### config.mk
export PLATFORM = sky130hd
export DESIGN_NAME = sprite_blit_ctrl
export DESIGN_NICKNAME = d
export VERILOG_FILES = /design/src/rtl/sprite_blit_ctrl.sv
export SDC_FILE = /design/constraint.sdc
export NUM_CORES = 1
export LEC_CHECK = 0
export CORE_ASPECT_RATIO = 1.5
export CORE_MARGIN = 1.5
export CORE_UTILIZATION = 55
export DETAILED_ROUTE_END_ITERATION = 7
export GPL_TIMING_DRIVEN = 0
export PLACE_DENSITY = 0.89
export SLEW_MARGIN = 40
export SYNTH_ARGS = -nofsm -noshare
export SYNTH_HDL_FRONTEND = slang
export SYNTH_SLANG_ARGS = --single-unit
export TNS_END_PERCENT = 100
### constraint.sdc
create_clock -name clk -period 5 [get_ports clk]
set_input_delay 1.5 -clock clk [delete_from_list [all_inputs] [get_ports clk]]
set_output_delay 1.5 -clock clk [all_outputs]
set_load 0.02 [all_outputs]
### src/rtl/sprite_blit_ctrl.sv
// Sprite blitter: walks a ROM sprite row-major, clips to the screen and writes texels via valid/ready.
// Latency 2 cycles start->first fb_we; 2 cycles per written pixel, 1 per skipped; fb_ready low stalls in WRITE.
// Optional colour-key transparency is enabled by defining SPRITE_TRANSPARENCY_EN.
module sprite_blit_ctrl #(
   parameter int          SCREEN_W  = 320,
   parameter int          SCREEN_H  = 240,
   parameter logic [15:0] KEY_COLOR = 16'hFFFF
) (
   input  logic        clk,
   input  logic        rst_n,
   input  logic        start,
   input  logic [8:0]  pos_x,
   input  logic [8:0]  pos_y,
   output logic [16:0] rom_pixel,
   input  logic [15:0] rom_color,
   input  logic [8:0]  rom_width,
   input  logic [8:0]  rom_height,
   output logic        fb_we,
   output logic [16:0] fb_addr,
   output logic [15:0] fb_data,
   input  logic        fb_ready,
   output logic        busy,
   output logic        done
);

   localparam logic [1:0] S_IDLE  = 2'd0;
   localparam logic [1:0] S_FETCH = 2'd1;
   localparam logic [1:0] S_WRITE = 2'd2;
   localparam logic [1:0] S_DONE  = 2'd3;

   logic [1:0]  state;
   logic [8:0]  org_x, org_y, spr_w, spr_h;
   logic [8:0]  col, row;
   logic [9:0]  sx, sy;
   logic        clipped, is_key, skip, last_texel;
   logic [16:0] addr_calc;

   // 10-bit sums so a sprite hanging off the right/bottom edge never wraps back on screen.
   assign sx         = {1'b0, org_x} + {1'b0, col};
   assign sy         = {1'b0, org_y} + {1'b0, row};
   assign clipped    = (sx >= 10'(SCREEN_W)) || (sy >= 10'(SCREEN_H));
   assign last_texel = (col == spr_w - 9'd1) && (row == spr_h - 9'd1);
   assign addr_calc  = 17'(sy) * 17'(SCREEN_W) + 17'(sx);

`ifdef SPRITE_TRANSPARENCY_EN
   assign is_key = (rom_color == KEY_COLOR);
`else
   logic unused_key;
   assign unused_key = ^KEY_COLOR;
   assign is_key     = 1'b0;
`endif

   assign skip = clipped || is_key;

   always_ff @(posedge clk or negedge rst_n) begin
      if (!rst_n) begin
         state     <= S_IDLE;
         org_x     <= '0;
         org_y     <= '0;
         spr_w     <= '0;
         spr_h     <= '0;
         col       <= '0;
         row       <= '0;
         rom_pixel <= '0;
         fb_we     <= 1'b0;
         fb_addr   <= '0;
         fb_data   <= '0;
         busy      <= 1'b0;
         done      <= 1'b0;
      end else begin
         done <= 1'b0;
         case (state)
            S_IDLE: begin
               if (start && !busy) begin
                  org_x     <= pos_x;
                  org_y     <= pos_y;
                  spr_w     <= rom_width;
                  spr_h     <= rom_height;
                  col       <= '0;
                  row       <= '0;
                  rom_pixel <= '0;
                  busy      <= 1'b1;
                  state     <= (rom_width == 9'd0 || rom_height == 9'd0) ? S_DONE : S_FETCH;
               end else begin
                  busy <= 1'b0;
               end
            end
            S_FETCH: begin
               if (skip) begin
                  if (last_texel) begin
                     state <= S_DONE;
                  end else begin
                     rom_pixel <= rom_pixel + 17'd1;
                     if (col == spr_w - 9'd1) begin
                        col <= '0;
                        row <= row + 9'd1;
                     end else begin
                        col <= col + 9'd1;
                     end
                  end
               end else begin
                  fb_addr <= addr_calc;
                  fb_data <= rom_color;
                  fb_we   <= 1'b1;
                  state   <= S_WRITE;
               end
            end
            S_WRITE: begin
               if (fb_ready) begin
                  fb_we <= 1'b0;
                  if (last_texel) begin
                     state <= S_DONE;
                  end else begin
                     state     <= S_FETCH;
                     rom_pixel <= rom_pixel + 17'd1;
                     if (col == spr_w - 9'd1) begin
                        col <= '0;
                        row <= row + 9'd1;
                     end else begin
                        col <= col + 9'd1;
                     end
                  end
               end
            end
            default: begin
               // busy stays high through the done pulse and drops in IDLE on the following edge.
               done  <= 1'b1;
               state <= S_IDLE;
            end
         endcase
      end
   end

endmodule
==> results of run 1 <==
==> synthesized netlist by cell type (5+ instances only) <==
cell type and count:
o21ai_0 46, nor3_1 5, o221ai_1 6, nand3_1 27, mux2_2 58, o21ai_1 5, and2_1 5, o31ai_1 24
xor2_1 18, clkbuf_1 16, nor4_1 8, dfrtp_1 109, inv_1 20, ha_1 44, and3_1 15, nand2b_1 16
nand3b_1 6, o211ai_1 5, a21o_1 12, or4_1 9, nor2_1 26, nor2b_1 8, a21oi_1 25, nand2_1 40
xnor2_1 33
==> critical path: stages, from the launching register on <==
cell      delay [ps]
dfrtp_1          470
ha_1             250
fa_1             420
a211oi_2         320
nor2_1           120
xor2_1           260
ha_1             310
ha_1             300
a21o_1           190
a21oi_1          270
o21ai_0          170
a21o_1           180
a21oi_1          170
xnor2_1          170
xnor3_1          370
o21ai_0          160
==> worst max-delay path by stage <==
stage	end	slack, ps	from	depth (start not counted)
after floorplan	fb_addr[16]	1360	row[0]	15
after global placement	fb_data[11]	-1570	rst_n	1
after detailed placement	fb_addr[16]	830	row[0]	15
after CTS	fb_addr[16]	800	row[0]	15
after global routing	fb_addr[16]	600	row[0]	15
final	fb_addr[16]	800	row[0]	15
==> metrics by stage <==
stage	total power, W	setup slack [ps]
5_1_grt	0.00782	602
6_report	0.00723	797
3_5_place_dp	0.00649	832
3_3_place_gp	0.00625	-1570
2_1_floorplan	0.00517	1360
4_1_cts	0.00724	795
==> power breakdown <==
group | internal (W) | leakage (nW) | switching, W
sequential | 0.00127 | 1.35 | 0.000349
clock | 0.000353 | 0.139 | 0.000361
combinational | 0.00229 | 2.18 | 0.00261
total | 0.00391 | 3.67 | 0.00332
==> final cells by class <==
type                    instances  area (um2)
multi-input cells             514        3950
fillers                       893        3890
flip-flops and latches        109        2730
repair buffers                109        1110
clock buffers                  10         229
well taps                     156         195
plain buffers                  25         155
inverters                      20        75.1
clock inverters                 6        58.8
==> flip-flops by register name, summed over array words and instances, names as in the netlist <==
signal	flops
fb_we	1
busy	1
col	9
rom_pixel	17
org_y	9
fb_addr	17
org_x	9
row	9
done	1
fb_data	16
spr_w	9
state	2
spr_h	9
==> metal layers <==
layer	up-vias	part of all wire [%]	GRT usage, %	wire, um
li1	2693	-	-	-
met1	2822	37	30.3	6480
met2	204	54	49.3	9270
met3	43	5.5	4.40	955
met4	0	3.3	11.0	565
met5	-	0	0	0
==> logic make-up after synthesis <==
logic type	count (synthesis)	synth area share, %
and+or+nand+nor	193	15.5
DFF	109	39.5
AOI/OAI and AO/OA	161	15.9
xor gates and xnor gates	52	6.80
adders and majority gates	48	9.13
muxes	60	9.75
buffers and inverters	45	3.33
==> flow_metrics.py, run 1 <==
metrics = {
    "place": {
        "numPlacedInstances": 933,
        "place_hpwl_um": 13200,
        "io_buffers": 108,
        "place.gp.congestion": 0.893,
        "place_area_mm2": 0.00821,
    },
    "pwr": {
        "power_density_mw_per_mm2": 850,
        "ir_drop_mv": 0.427,
        "p_leak_nw": 3.67,
    },
    "global_routing": {
        "track_usage_pct": 26.9,
        "grt_pass1_wl_um": 28100,
        "antenna_found_initial": 0,
        "grt_pass1_vias": 6051,
        "grt_start_max_net_pins": 57,
        "grt_overflow": 0,
    },
    "cells_and_area": {
        "nets": 892,
        "layout.cells.non_filler": 949,
        "final_util_pct": 68.6,
        "final_common_cell": "dfrtp_1",
        "fin_area_mm2": 0.00850,
        "drive_above_1_share_pct": 13.7,
        "diodes": 0,
        "final_cell_mix": "dfrtp_1, clkdlybuf4s50_1, mux2_2, o21ai_0, ha_1",
        "synthToLayoutAreaGrowth_pct": 23.1,
    },
    "yosys": {
        "yosysUniqueCellTypes": 74,
        "yosysWarningCount": 0,
        "yosysSeqAreaShare_pct": 39.5,
        "synth_area_mm2": 0.00690,
        "synth_top_area_share_pct": 39.5,
        "synth.ff_latch_count": 109,
        "synthFlopType": "dfrtp_1",
        "netlist.top_cell.by_area": "dfrtp_1",
        "ys_top_cells_by_area": "dfrtp_1, mux2_2, ha_1",
        "ys_async_sr_fraction_pct": 100,
        "synth-edff-count": 0,
        "synth_area_per_cell_um2": 10.3,
        "syn_inst": 668,
        "synth_nets": 772,
    },
    "cts": {
        "numCtsBuffers": 9,
        "cts.clk_slew.worst_paths_ps": 80,
        "cts_num_sinks": 109,
        "post-cts-setup-buffer-count": 0,
        "hold_buffers": 0,
        "cts_buffer_depth": 2,
        "clockRootBuffer": "clkbuf_16",
        "htreeDepth": 3,
        "cts_tree": "done",
        "insertion_delay_ps": 370,
        "ctsResizeCount": 0,
    },
    "critical_path": {
        "r2r-start": "row[0]",
        "rrSetupSlack_ps": 800,
        "critPathKind": "flip-flop to flip-flop",
        "crit_path_max_fanout": 6,
        "cp-end-kind": "flip-flop",
        "r2r_cells": 15,
        "worstReg2RegEnd": "fb_addr[16]",
        "crit_required_ps": 5290,
        "worstPathArrival_ps": 4490,
        "crit_path_start_kind": "flip-flop",
    },
    "drt": {
        "drc": 0,
        "drt_iter0_markers": 301,
        "dr.pass1.iters": 5,
        "vias": 5762,
        "wl_um": 17300,
        "avgViaCountPerCell": 6.07,
        "wl_per_cell_um": 18.2,
        "drtAntennaViolNets": 0,
    },
    "sta": {
        "worstMarginPinSlew_ps": 752,
        "max_freq_ghz": 0.238,
        "finalCritPeriodShare_pct": 84.1,
        "hold_ws_ps": 480,
        "layout_min_cycle_time_ps": 4200,
        "rsz0062_at_grt": "false",
        "max-slew-margin-rel_pct": 49.9,
        "final-hold-violation-count": 0,
        "slew_viol_final": 0,
        "clock-skew-final_ps": 13.6,
        "finalSetupTns_ps": 0,
        "finalSetupViolations": 0,
    },
    "worst_hold_path": {
        "hold_path_class": "flip-flop to flip-flop",
        "hp-start": "fb_addr[12]",
        "hold_path_depth": 2,
        "hold_end": "fb_addr[12]",
    },
    "floorplan": {
        "die_y_um": 140,
        "rows": 50,
        "die_area_mm2": 0.0132,
        "start_util_pct": 55.7,
        "die_x_um": 94.5,
        "core_area_mm2": 0.0124,
        "pin_count": 109,
    },
    "flow_run": {
        "drv_cap": 0,
    },
    "outcome": {
        "status": "complete, no violations",
    },
}
No activity file was read; power rests on OpenSTA's default activity.
==> run 2, diff against run 1 <==
- clock period: 5 -> 4.35 ns (I/O delays scaled with it)
==> flow_metrics.py, run 2 (synthesis gave the netlist of run 1 again) <==
metrics = {
    "sta": {
        "worstMarginPinSlew_ps": 743,
        "max-slew-margin-rel_pct": 50.5,
        "slew_viol_final": 0,
        "final-hold-violation-count": 0,
        "finalSetupViolations": 0,
        "layout_min_cycle_time_ps": 4170,
        "max_freq_ghz": 0.240,
        "finalCritPeriodShare_pct": 95.8,
        "rsz0062_at_grt": "false",
        "clock-skew-final_ps": 14.5,
        "fin_ws_ps": 181,
    },
    "global_routing": {
        "grt_pass1_vias": 6051,
        "grt_start_max_net_pins": 57,
        "track_usage_pct": 26.9,
        "grt_overflow": 0,
        "antenna_found_initial": 0,
        "grt_pass1_wl_um": 28100,
    },
    "cells_and_area": {
        "synthToLayoutAreaGrowth_pct": 23.2,
        "final-seq-area_mm2": 0.00273,
        "top_regs": "fb_addr x17, rom_pixel x17, fb_data x16",
        "diodes": 0,
        "layout.cells.non_filler": 949,
        "final_common_cell": "dfrtp_1",
        "multiInputGateArea_mm2": 0.00395,
        "fillerInstances": 891,
        "final_util_pct": 68.7,
        "final_cell_mix": "dfrtp_1, clkdlybuf4s50_1, mux2_2, o21ai_0, ha_1",
        "drive_above_1_share_pct": 13.9,
        "nets": 892,
    },
    "critical_path": {
        "critPathKind": "flip-flop to flip-flop",
        "r2r_cells": 15,
        "crit_path_start_kind": "flip-flop",
        "path_buf_inv": 0,
        "critical_path.slowest_cell": "dfrtp_1",
        "rrSetupSlack_ps": 180,
        "cp_common_cell": "ha_1",
        "max_stage_delay_ps": 470,
        "worstReg2RegEnd": "fb_addr[16]",
        "crit_path_max_fanout": 6,
        "r2r-start": "row[0]",
        "path_cells": "ha_1, fa_1, a211oi_2, nor2_1, xor2_2, ha_1, ha_1, a21o_1, a21oi_1, o21ai_0, a21o_1, a21oi_1, xnor2_1, xnor3_1, o21ai_0",
        "crit_required_ps": 4640,
        "cp-end-kind": "flip-flop",
        "critical_path.top_delay_family": "compound AO/OA/AOI/OAI gates",
        "worstPathArrival_ps": 4460,
    },
    "floorplan": {
        "start_util_pct": 55.7,
        "core_area_mm2": 0.0124,
        "rows": 50,
        "die_x_um": 94.5,
        "die_area_mm2": 0.0132,
        "die_y_um": 140,
        "pin_count": 109,
    },
    "pwr": {
        "power_frac_seq_pct": 22.4,
        "power.net_switching_w": 0.00382,
        "clock_power_share_pct": 9.9,
        "p_leak_nw": 3.67,
        "swShare_pct": 45.9,
        "p_comb_share_pct": 67.7,
        "p_int_w": 0.00450,
        "power_density_mw_per_mm2": 978,
        "ir_drop_mv": 0.490,
    },
    "cts": {
        "insertion_delay_ps": 370,
        "cts_num_sinks": 109,
        "ctsResizeCount": 0,
        "cts_tree": "done",
        "hold_buffers": 0,
        "post-cts-setup-buffer-count": 0,
        "cts_buffer_depth": 2,
        "cts.clk_slew.worst_paths_ps": 80,
        "clockRootBuffer": "clkbuf_16",
        "numCtsBuffers": 9,
        "htreeDepth": 3,
    },
    "worst_hold_path": {
        "hp-start": "fb_addr[12]",
        "hold_end": "fb_addr[12]",
        "hold_path_class": "flip-flop to flip-flop",
        "hold_path_depth": 2,
    },
    "place": {
        "place_hpwl_um": 13200,
        "io_buffers": 108,
        "place_ws_ps": 182,
        "numPlacedInstances": 933,
        "place.gp.congestion": 0.893,
    },
    "drt": {
        "drt_iter0_markers": 298,
        "dr.pass1.iters": 5,
        "wl_per_cell_um": 18.2,
        "avgViaCountPerCell": 6.09,
        "drtAntennaViolNets": 0,
        "vias": 5778,
        "wl_um": 17300,
        "drc": 0,
    },
    "outcome": {
        "status": "complete, no violations",
    },
    "flow_run": {
        "drv_cap": 0,
    },
}
[run 2: changes by cell type in the layout (fill, tap and decap cells not counted)]
cell	before	now
xor2_1	18	17
xor2_2	0	1
[run 2: power groups by stage]
stage	registers [W]	clock network [W]	logic, W
after floorplan	0.00203	0	0.00391
after global placement	0.00184	0	0.00534
after detailed placement	0.00187	0	0.00559
after CTS	0.00186	0.000829	0.00564
after global routing	0.00192	0.000871	0.00620
final	0.00186	0.000822	0.00564
[run 2: cell type report]
class	count	share of cell area (%)
clock inverter	6	0.691
buffer	25	1.82
timing repair buffer	109	13.1
tap	156	2.29
sequential	109	32.1
clock buffer	10	2.69
multi-input combinational	514	46.5
inverter	20	0.882
[run 2: worst max-delay path by stage]
stage | startpoint | to | slack (ps) | cells past startpoint
after detailed placement | row[0] | fb_addr[16] | 180 | 15
after CTS | row[0] | fb_addr[16] | 150 | 15
after floorplan | row[0] | fb_addr[16] | 710 | 15
after global placement | rst_n | fb_data[11] | -2020 | 1
after global routing | row[0] | fb_addr[16] | 20 | 15
final | row[0] | fb_addr[16] | 180 | 15
[run 2: per-layer routing]
| layer | global-route usage [%] | routed length (um) | vias to the layer above |
|---|---|---|---|
| met2 | 49.3 | 9320 | 204 |
| met1 | 30.3 | 6630 | 2842 |
| li1 | - | - | 2693 |
| met5 | 0 | 0 | - |
| met3 | 4.40 | 813 | 39 |
| met4 | 11.0 | 533 | 0 |
[run 2: worst min-delay path, delay by kind of cell (launching register included)]
kind	cells	cell delay (ps)
and+or+nand+nor	1	50
AOI/OAI and AO/OA	1	60
DFF	1	340
[run 2: metrics by stage]
stage / hold slack (ps) / cell area (um2) / power, W / setup TNS [ps]
2_1_floorplan: 486 / 6900 / 0.00594 / 0
3_3_place_gp: 463 / 8180 / 0.00719 / -219370
3_5_place_dp: 470 / 8210 / 0.00746 / 0
4_1_cts: 487 / 8500 / 0.00832 / 0
5_1_grt: 519 / 8510 / 0.00899 / 0
6_report: 481 / 8510 / 0.00832 / 0
==> run 3, diff against run 2 <==
- RECOVER_POWER: default -> 100
==> flow_metrics.py, run 3 (synthesis gave the netlist of run 1 again) <==
metrics = {
    "outcome": {
        "status": "finished, violations left",
        "violations": "max-capacitance violations, max-slew violations",
    },
    "critical_path": {
        "critical_path.slowest_cell": "dfrtp_1",
        "crit_path_start_kind": "flip-flop",
        "crit_path_max_fanout": 6,
        "worstPathArrival_ps": 4460,
        "max_stage_delay_ps": 470,
        "path_buf_inv": 0,
        "rrSetupSlack_ps": 180,
        "critPathKind": "flip-flop to flip-flop",
        "cp_common_cell": "ha_1",
        "crit_required_ps": 4640,
        "path_cells": "ha_1, fa_1, a211oi_2, nor2_1, xor2_2, ha_1, ha_1, a21o_1, a21oi_1, o21ai_0, a21o_1, a21oi_1, xnor2_1, xnor3_1, o21ai_0",
        "cp-end-kind": "flip-flop",
        "critical_path.top_delay_family": "compound AO/OA/AOI/OAI gates",
    },
    "sta": {
        "slew_viol_final": 56,
        "max-slew-margin-rel_pct": -101,
        "rsz0062_at_grt": "false",
        "finalSetupViolations": 0,
        "layout_min_cycle_time_ps": 4170,
        "finalCritPeriodShare_pct": 95.9,
        "worstMarginPinSlew_ps": 3020,
        "clock-skew-final_ps": 15.7,
        "max_freq_ghz": 0.240,
        "final-hold-violation-count": 0,
        "finalSetupTns_ps": 0,
    },
    "place": {
        "numPlacedInstances": 933,
        "place_hpwl_um": 13200,
        "io_buffers": 108,
        "place.gp.congestion": 0.893,
    },
    "global_routing": {
        "track_usage_pct": 26.9,
        "grt_overflow": 0,
        "grt_start_max_net_pins": 57,
        "grt_pass1_vias": 6051,
        "grt_pass1_wl_um": 28100,
        "antenna_found_initial": 0,
    },
    "pwr": {
        "p_leak_nw": 3.72,
        "swShare_pct": 46.4,
        "power.net_switching_w": 0.00381,
        "power_frac_seq_pct": 22.6,
        "p_int_w": 0.00439,
        "clock_power_share_pct": 10.0,
        "p_comb_share_pct": 67.4,
        "ir_drop_mv": 0.468,
        "power_density_mw_per_mm2": 967,
    },
    "drt": {
        "dr.pass1.iters": 5,
        "avgViaCountPerCell": 6.10,
        "vias": 5785,
        "wl_um": 17300,
        "drtAntennaViolNets": 0,
        "wl_per_cell_um": 18.2,
        "drc": 0,
        "drt_iter0_markers": 279,
    },
    "floorplan": {
        "start_util_pct": 55.7,
        "pin_count": 109,
        "die_x_um": 94.5,
        "rows": 50,
        "core_area_mm2": 0.0124,
        "die_area_mm2": 0.0132,
        "die_y_um": 140,
    },
    "cts": {
        "htreeDepth": 3,
        "post-cts-setup-buffer-count": 0,
        "cts_num_sinks": 109,
        "cts_tree": "done",
        "numCtsBuffers": 9,
        "insertion_delay_ps": 370,
        "cts.clk_slew.worst_paths_ps": 80,
        "clockRootBuffer": "clkbuf_16",
        "cts_buffer_depth": 2,
    },
    "cells_and_area": {
        "final_common_cell": "dfrtp_1",
        "nets": 892,
        "diodes": 0,
        "drive_above_1_share_pct": 13.4,
        "synthToLayoutAreaGrowth_pct": 22.8,
        "layout.cells.non_filler": 949,
        "final_cell_mix": "dfrtp_1, mux2_2, dlygate4sd3_1, clkdlybuf4s50_1, o21ai_0",
        "top_regs": "fb_addr x17, rom_pixel x17, fb_data x16",
    },
    "flow_run": {
        "drv_cap": 1,
    },
    "worst_hold_path": {
        "hold_path_class": "flip-flop to flip-flop",
    },
}
## run 3: tightest hold or removal path, stage by stage (launching register included)
cell     delay, ps
dfrtp_1        340
nand2_1         50
o21ai_0         60
## run 3: cell type report
| type | instances | area [um2] |
|---|---|---|
| clock buffer | 10 | 229 |
| timing repair buffer | 109 | 1100 |
| buffer | 25 | 139 |
| inverter | 20 | 75.1 |
| fill | 897 | 3910 |
| multi-input combinational | 514 | 3950 |
| tap | 156 | 195 |
| sequential | 109 | 2730 |
| clock inverter | 6 | 58.8 |
## run 3: timing repair
action,CTS,global route
hold buffers,0,0
resized for setup,0,1
setup endpoints to repair,0,1
## run 3: worst paths after layout
check / end / start / depth (start not counted)
worst max-delay path: fb_addr[16] / row[0] / 15
worst min-delay path: fb_addr[12] / fb_addr[12] / 2
worst max register to register: fb_addr[16] / row[0] / 15
worst min register to register: fb_addr[12] / fb_addr[12] / 2
max in group asynchronous: fb_addr[15] / rst_n / 1
min in group asynchronous: spr_h[8] / rst_n / 1
## run 3: layer usage
layer	GRT usage (%)	routed length [um]	up-vias
li1	-	-	2695
met1	30.3	6610	2851
met2	49.3	9340	201
met3	4.40	819	38
met4	11.0	535	0
met5	0	0	-
## run 3: power by group through the flow
stage | Clock, W | Sequential (W) | Combinational, W
after floorplan | 0 | 0.00203 | 0.00391
after global routing | 0.000871 | 0.00191 | 0.00609
after global placement | 0 | 0.00184 | 0.00534
final | 0.000819 | 0.00185 | 0.00553
after detailed placement | 0 | 0.00187 | 0.00559
after CTS | 0.000829 | 0.00186 | 0.00564
## run 3: stage by stage
stage / hold slack, ps / setup slack [ps] / cell area, um2 / utilization (%) / total power (W)
6_report: 475 / 178 / 8480 / 68.5 / 0.00820
5_1_grt: 514 / 18.9 / 8480 / 68.5 / 0.00887
4_1_cts: 487 / 145 / 8500 / 68.6 / 0.00832
3_3_place_gp: 463 / -2020 / 8180 / 66.0 / 0.00719
2_1_floorplan: 486 / 710 / 6900 / - / 0.00594
3_5_place_dp: 470 / 182 / 8210 / 66.3 / 0.00746
